### src/rtl/iob_cfg_pkg.sv
// Shared types and constants for the IOB configuration loader.
package iob_cfg_pkg;

  localparam int unsigned IOB_W = 8;
  localparam logic [7:0]  SYNC_BYTE_DEF = 8'hA5;

  typedef enum logic [1:0] {
    ST_IDLE  = 2'd0,
    ST_LOAD  = 2'd1,
    ST_CHECK = 2'd2
  } state_e;

endpackage

### src/rtl/iob_cfg_shadow.sv
// Staging register file for one frame's IOB bytes; read out in parallel at commit.
module iob_cfg_shadow
  import iob_cfg_pkg::*;
#(
  parameter int unsigned NUM_IOB = 4,
  parameter int unsigned IDX_W   = $clog2(NUM_IOB) + 1
) (
  input  logic                     clk,
  input  logic                     rst_n,
  input  logic                     wr_en_i,
  input  logic [IDX_W-1:0]         wr_idx_i,
  input  logic [IOB_W-1:0]         wr_data_i,
  output logic [IOB_W*NUM_IOB-1:0] rd_data_o
);

  logic [IOB_W*NUM_IOB-1:0] mem_q;

  always_ff @(posedge clk or negedge rst_n) begin
    if (!rst_n) begin
      mem_q <= '0;
    end else if (wr_en_i) begin
      for (int i = 0; i < int'(NUM_IOB); i++) begin
        if (wr_idx_i == IDX_W'(i)) begin
          mem_q[i*IOB_W +: IOB_W] <= wr_data_i;
        end
      end
    end
  end

  assign rd_data_o = mem_q;

endmodule

### src/rtl/iob_cfg_loader.sv
// Framed, checksummed byte-stream loader driving IOB switch enables.
// state | meaning
// IDLE  | waiting for the sync byte; other bytes are dropped
// LOAD  | storing data bytes into the shadow file, folding them into acc
// CHECK | next byte is the checksum; commit shadow on match, else flag error
module iob_cfg_loader
  import iob_cfg_pkg::*;
#(
  parameter int unsigned NUM_IOB   = 4,
  parameter logic [7:0]  SYNC_BYTE = SYNC_BYTE_DEF
) (
  input  logic                     clk,
  input  logic                     rst_n,
  input  logic [7:0]               cfg_data,
  input  logic                     cfg_valid,
  output logic                     cfg_ready,
  input  logic                     cfg_abort,
  output logic [IOB_W*NUM_IOB-1:0] sram_con_bit,
  output logic                     cfg_done,
  output logic                     cfg_err,
  output logic                     cfg_busy
);

  localparam int unsigned IDX_W = $clog2(NUM_IOB) + 1;

  state_e                   state_q, state_d;
  logic [IDX_W-1:0]         idx_q, idx_d;
  logic [7:0]               acc_q, acc_d;
  logic [IOB_W*NUM_IOB-1:0] sram_q, sram_d;
  logic                     done_q, done_d;
  logic                     err_q, err_d;
  logic                     ready_q;
  logic                     shadow_we;
  logic [IOB_W*NUM_IOB-1:0] shadow_rd;
  logic                     xfer;

  // Abort outranks any byte presented on the same edge.
  assign xfer = cfg_valid && ready_q && !cfg_abort;

  iob_cfg_shadow #(
    .NUM_IOB (NUM_IOB),
    .IDX_W   (IDX_W)
  ) u_shadow (
    .clk       (clk),
    .rst_n     (rst_n),
    .wr_en_i   (shadow_we),
    .wr_idx_i  (idx_q),
    .wr_data_i (cfg_data),
    .rd_data_o (shadow_rd)
  );

  always_ff @(posedge clk or negedge rst_n) begin
    if (!rst_n) begin
      state_q <= ST_IDLE;
    end else begin
      state_q <= state_d;
    end
  end

  always_comb begin
    state_d = state_q;
    if (cfg_abort) begin
      state_d = ST_IDLE;
    end else if (xfer) begin
      unique case (state_q)
        ST_IDLE:  if (cfg_data == SYNC_BYTE) state_d = ST_LOAD;
        ST_LOAD:  if (idx_q == IDX_W'(NUM_IOB - 1)) state_d = ST_CHECK;
        ST_CHECK: state_d = ST_IDLE;
        default:  state_d = ST_IDLE;
      endcase
    end
  end

  always_comb begin
    idx_d     = idx_q;
    acc_d     = acc_q;
    sram_d    = sram_q;
    err_d     = err_q;
    done_d    = 1'b0;
    shadow_we = 1'b0;
    if (xfer) begin
      unique case (state_q)
        ST_IDLE: begin
          if (cfg_data == SYNC_BYTE) begin
            idx_d = '0;
            acc_d = '0;
            err_d = 1'b0;
          end
        end
        ST_LOAD: begin
          shadow_we = 1'b1;
          acc_d     = acc_q ^ cfg_data;
          idx_d     = idx_q + IDX_W'(1);
        end
        ST_CHECK: begin
          if (cfg_data == acc_q) begin
            sram_d = shadow_rd;
            done_d = 1'b1;
          end else begin
            err_d = 1'b1;
          end
        end
        default: ;
      endcase
    end
  end

  always_ff @(posedge clk or negedge rst_n) begin
    if (!rst_n) begin
      idx_q   <= '0;
      acc_q   <= '0;
      sram_q  <= '0;
      done_q  <= 1'b0;
      err_q   <= 1'b0;
      ready_q <= 1'b0;
    end else begin
      idx_q   <= idx_d;
      acc_q   <= acc_d;
      sram_q  <= sram_d;
      done_q  <= done_d;
      err_q   <= err_d;
      ready_q <= 1'b1;
    end
  end

  assign cfg_ready    = ready_q;
  assign sram_con_bit = sram_q;
  assign cfg_done     = done_q;
  assign cfg_err      = err_q;
  assign cfg_busy     = (state_q != ST_IDLE);

endmodule

### config.mk
export PLATFORM = sky130hd
export DESIGN_NAME = iob_cfg_loader
export DESIGN_NICKNAME = d
export VERILOG_FILES = /design/src/rtl/iob_cfg_pkg.sv /design/src/rtl/iob_cfg_shadow.sv /design/src/rtl/iob_cfg_loader.sv
export SDC_FILE = /design/constraint.sdc
export NUM_CORES = 1
export LEC_CHECK = 0
export CAP_MARGIN = 20
export CORE_UTILIZATION = 29
export CTS_CLUSTER_DIAMETER = 150
export DETAILED_ROUTE_END_ITERATION = 12
export GPL_TIMING_DRIVEN = 0
export PLACE_DENSITY_LB_ADDON = 0.12
export SYNTH_ARGS = -nofsm -noshare
export SYNTH_HDL_FRONTEND = slang
export SYNTH_SLANG_ARGS = --single-unit
### constraint.sdc
create_clock -name clk -period 4 [get_ports clk]
set_clock_uncertainty 0.15 [all_clocks]
set_input_delay 0.4 -clock clk [delete_from_list [all_inputs] [get_ports clk]]
set_output_delay 0.4 -clock clk [all_outputs]
set_load 0.02 [all_outputs]
Word level (Yosys, flattened, before mapping). Index checks and enable logic that the tools add are counted.

Register bits after elaboration: 80. Input bits: 12. Logic and storage cells: 58.

Add/subtract/negate cells: 1. Equality and inequality tests: 11. Multiplexer cells: 17. Bitwise logic cells: 1. Reductions and logical operators: 17.

Operator list (count): 8-bit case mux with 2 select lines (1); 3-bit AND reduction (3); 8-bit == test (1); 8-bit == test (second input constant) (1); 2-bit 2-to-1 mux (4); 8-bit 2-to-1 mux (1); 2-bit AND reduction (4); 2-bit nonzero test (4); 8-bit XOR (1); 1-bit 2-to-1 mux (7); 3-bit by 2-bit == test with 1-bit output (second input constant) (2); 3-bit != test (second input constant) (2); 3-bit case mux with 2 select lines (1); 2-bit != test (second input constant) (2); 2-bit case mux with 2 select lines (1); 4-bit AND reduction (1); 3-bit by 1-bit adder with 3-bit output (second input constant) (1); 3-bit by 1-bit == test with 1-bit output (second input constant) (1); 3-bit logical NOT (1); 3-bit 2-to-1 mux (1); 2-bit by 1-bit == test with 1-bit output (second input constant) (1); 2-bit == test (second input constant) (1); 1-bit logical AND (2); 2-bit logical NOT (1); other kinds (2) (2).

Longest topological paths before layout.
Depth in word-level cells: 5. Depth in mapped cells: 7.

Hierarchy. A second synthesis with hierarchy kept.

Cell total of the unflattened synthesis: 235. Area total of the unflattened synthesis: 3316.9 um^2.

By module, submodules not included: iob_cfg_loader (instances 1, cells each 165, area each 2093.3 um^2, seq. area each 1201.2 um^2); iob_cfg_shadow (instances 1, cells each 70, area each 1223.7 um^2, seq. area each 800.8 um^2).

Worst setup path after synthesis. Ideal clock, no wire load.

Path kind: register to register. Start point: register ready_q (netlist: cfg_ready). End point: register sram_q[10] (netlist: sram_con_bit[10]). Library setup time: 125 ps. Data arrival time: 1759 ps. Setup slack: 1966 ps. Stages on the path, launching flop included: 7. Buffers on the path: 2. Period minus slack after synthesis: 2034 ps. Cells stage by stage: dfrtp_1 > nand2_1 > or3_4 > and4b_1 > buf_6 > buf_12 > mux2_4.

Cells in the longest elaborated chain, start to end: 3.

Ends and longest elaborated chain: start: declaration (RTL line iob_cfg_loader.sv:32) `logic ready_q;`; start signal: assignment (RTL line iob_cfg_loader.sv:115) `ready_q <= 1'b0;`; start signal: assignment (RTL line iob_cfg_loader.sv:122) `ready_q <= 1'b1;`; 1-bit logical AND (2 in a row) (RTL line iob_cfg_loader.sv:38) `assign xfer = cfg_valid && ready_q && !cfg_abort;`; 3-bit AND reduction (no line); end signal: assignment (RTL line iob_cfg_loader.sv:119) `sram_q <= sram_d;`; end: declaration (RTL line iob_cfg_loader.sv:29) `logic [IOB_W*NUM_IOB-1:0] sram_q, sram_d;`.

No other way between the ends. A chain may end at the register's enable or synchronous reset.

Worst setup path in the final report.
Start point: input cfg_valid. End point: register sram_q[11] (netlist: sram_con_bit[11]).

Cells in the longest elaborated chain, start to end: 3.

Ends and longest elaborated chain: start: declaration (RTL line iob_cfg_loader.sv:15) `input logic cfg_valid,`; 1-bit logical AND (2 in a row) (RTL line iob_cfg_loader.sv:38); 3-bit AND reduction (no line).

No other way between the ends.

==> results.md <==
* Status: finished, final reports clean
* Final period util at 54.8%
* Worst Path Arrival at 2.26 ns
* Most area-consuming cells after synthesis: dfrtp_1 (56%), mux2_4 (13%), mux2_2 (10%)
* Cts hold-fix bufs at 1
* RSZ-0062 raised after global routing: no
* Largest net degree at the start of global routing at 53
* Total Nets Final at 319
* Post-CTS Resized at 0
* Synth Area per Inst at 14.3 sq um
* Cell Area, Synth at 3580 sq um
* Sequential share of the synthesized area at 55.8%
* Largest area contributor in the netlist: dfrtp_1
* Total track usage at 12.9%
* Reg2Reg Depth at 6
* First-pass GRT wire length at 12400 um
* Worst path cell trace: clkdlybuf4s50_1 -> nand2_1 -> or3_4 -> and4b_1 -> buf_6 -> buf_12 -> mux2_4
* Clock Latency Late Sink at 0.33 ns
* Filler cell count in the final layout at 1181
* Fin. Hold Viols at 0
* Fmax at 456 MHz
* CTS clk-pin slew, worst paths at 0.06 ns
* CTS tree: yes
* Hold depth at 3
* Vias in the first global route at 2214
* Commonest non-fill, non-tap cell in the layout: dfrtp_1
* Power per Cell Area at 386 nW/um^2
* Synth Flop Type: dfrtp_1
* Starting Density at 29.8%
* Die Ht at 113 um
* Layout area overhead at 25.9%
* Slowest stage delay, CP at 0.48 ns
* Total CTS buffers at 9
* Maximum clock insertion buffer count at 2
* Most frequent cells in the layout: dfrtp_1 (80), clkdlybuf4s50_1 (38), mux2_2 (32)
* Post-synth EDFFs at 0
* Critical path type: in -> reg
* CP startpoint kind: input pin
* Avg WL per Cell at 16.2 um
* Die Width at 113 um
* DIE AREA at 12800 sq um
* Post-route minimum period at 2.19 ns
* #FFs+latches synth at 80
* YS warnings at 0
* H-tree Lvls at 3
* HP Class: in -> reg
* GRT overflow at 0
* Initial drt markers at 93
* Synth top area share at 55.8%
* Mapped Cells at 250
* Root Buffer: clkbuf_16
* CP Capture Type: register
* Via count at 2080
* Initial antenna violation count at 0
* Post-route setup TNS at 0 ns
* Pre-antenna DRT Iters at 4
* Post-synth ARST share at 100%
* Vias per cell at 4.58
* Setup bufs post-CTS at 0
* Slew Limit Fails at 0
* DPL Wire Length at 4790 um
* Slowest cell on crit path: clkdlybuf4s50_1
* Diodes inserted at 0
* Remaining DRCs at 0
* Routability cong. at 0.703
* Tot Pwr at 1.74 mW
* Share of layout cells above drive strength 1 at 34.2%
* Max-Cap Viols at 0
* Required time worst endpoint at 4.07 ns
* Pleak at 2.09 nW
* Site Rows at 40
* Library cells used by synthesis at 39
* CORE AREA at 12000 sq um
* Total wire length at 7350 um
* Port Buffers at 39
* # setup viols final at 0
* Synth Net Count at 267
* Peak supply drop at 0.163 mV
* Number of nets with antenna violations after routing at 0
* Clk sinks at 80
* Worst Path Max Fanout at 10
* IO Pins at 48
[worst max-delay path, delay by kind of cell]
family / cells / cell delay [ns]
buffers and inverters: 3 / 0.79
and+or+nand+nor: 3 / 0.76
muxes: 1 / 0.31
[where the power goes]
part	switching (mW)	leakage, nW	internal (mW)
sequential	0.00353	1.10	0.814
combinational	0.0464	0.832	0.0219
clock	0.322	0.155	0.534
[Yosys cell counts, types with 2 or more instances]
cell,n
xor2_1,7
and4bb_2,2
mux2_1,2
dfrtp_1,80
inv_1,4
and4b_1,2
mux2_2,32
nor4bb_1,2
nor3_1,9
o31ai_1,8
o21ai_0,9
buf_6,3
mux2_4,30
nand2_1,14
buf_12,3
ha_1,5
buf_2,6
nor2_1,7
a21oi_1,3
nand3_2,3
[final timing paths]
kind / from / end / slack, ns
setup / recovery: cfg_valid / sram_con_bit[11] / 1.81
hold / removal: cfg_data[2] / acc_q[2] / 0.20
setup reg to reg: acc_q[0] / sram_con_bit[11] / 1.97
hold reg to reg: u_shadow.rd_data_o[1] / sram_con_bit[1] / 0.34
max in group asynchronous: rst_n / u_shadow.rd_data_o[28] / 2.71
min in group asynchronous: rst_n / sram_con_bit[11] / 0.40
[cells by family after synthesis]
logic type	synth area share, %
flops	55.8
fa+ha+maj	1.75
buf+inv	4.54
mux	23.2
compound gates	4.71
other cells	0.105
xor+xnor	2.16
simple gates	7.64
[sequential cells by signal (all words and copies together), names as in the netlist]
register and count:
state_q 2, idx_q 3, acc_q 8, sram_con_bit 32, cfg_ready 1, cfg_done 1, u_shadow.rd_data_o 32, cfg_err 1
[final cells by class]
cell class              instances  area, sq um  share of cell area [%]
plain buffers                  16          144                    3.19
clock buffers                  12          267                    5.91
clock inverters                 4         51.3                    1.14
inverters                       5         18.8                   0.416
multi-input cells             149         1420                    31.5
flip-flops and latches         80         2000                    44.4
well taps                     147          184                    4.08
repair buffers                 41          425                    9.43
[per-stage QoR]
step,hold slack (ns),instance area (sq um),instances,setup WS [ns],util (%)
after global placement,0.318,4160,436,-0.690,34.6
after global routing,0.209,4510,454,1.73,37.6
final,0.204,4510,454,1.81,37.6
after CTS,0.201,4510,454,1.80,37.6
after floorplan,-0.0456,3580,250,1.97,-
after detailed placement,0.220,4180,437,1.45,34.8
[metal layers]
metal / global-route usage (%) / share of wire [%] / vias to the layer above
met4: 5.53 / 1.8 / 0
met1: 17.5 / 49 / 1043
met5: 0 / 0 / -
met3: 2.95 / 3.1 / 9
met2: 19.7 / 46 / 35
li1: - / - / 993
Note: power is estimated with default switching activity, not from simulation.
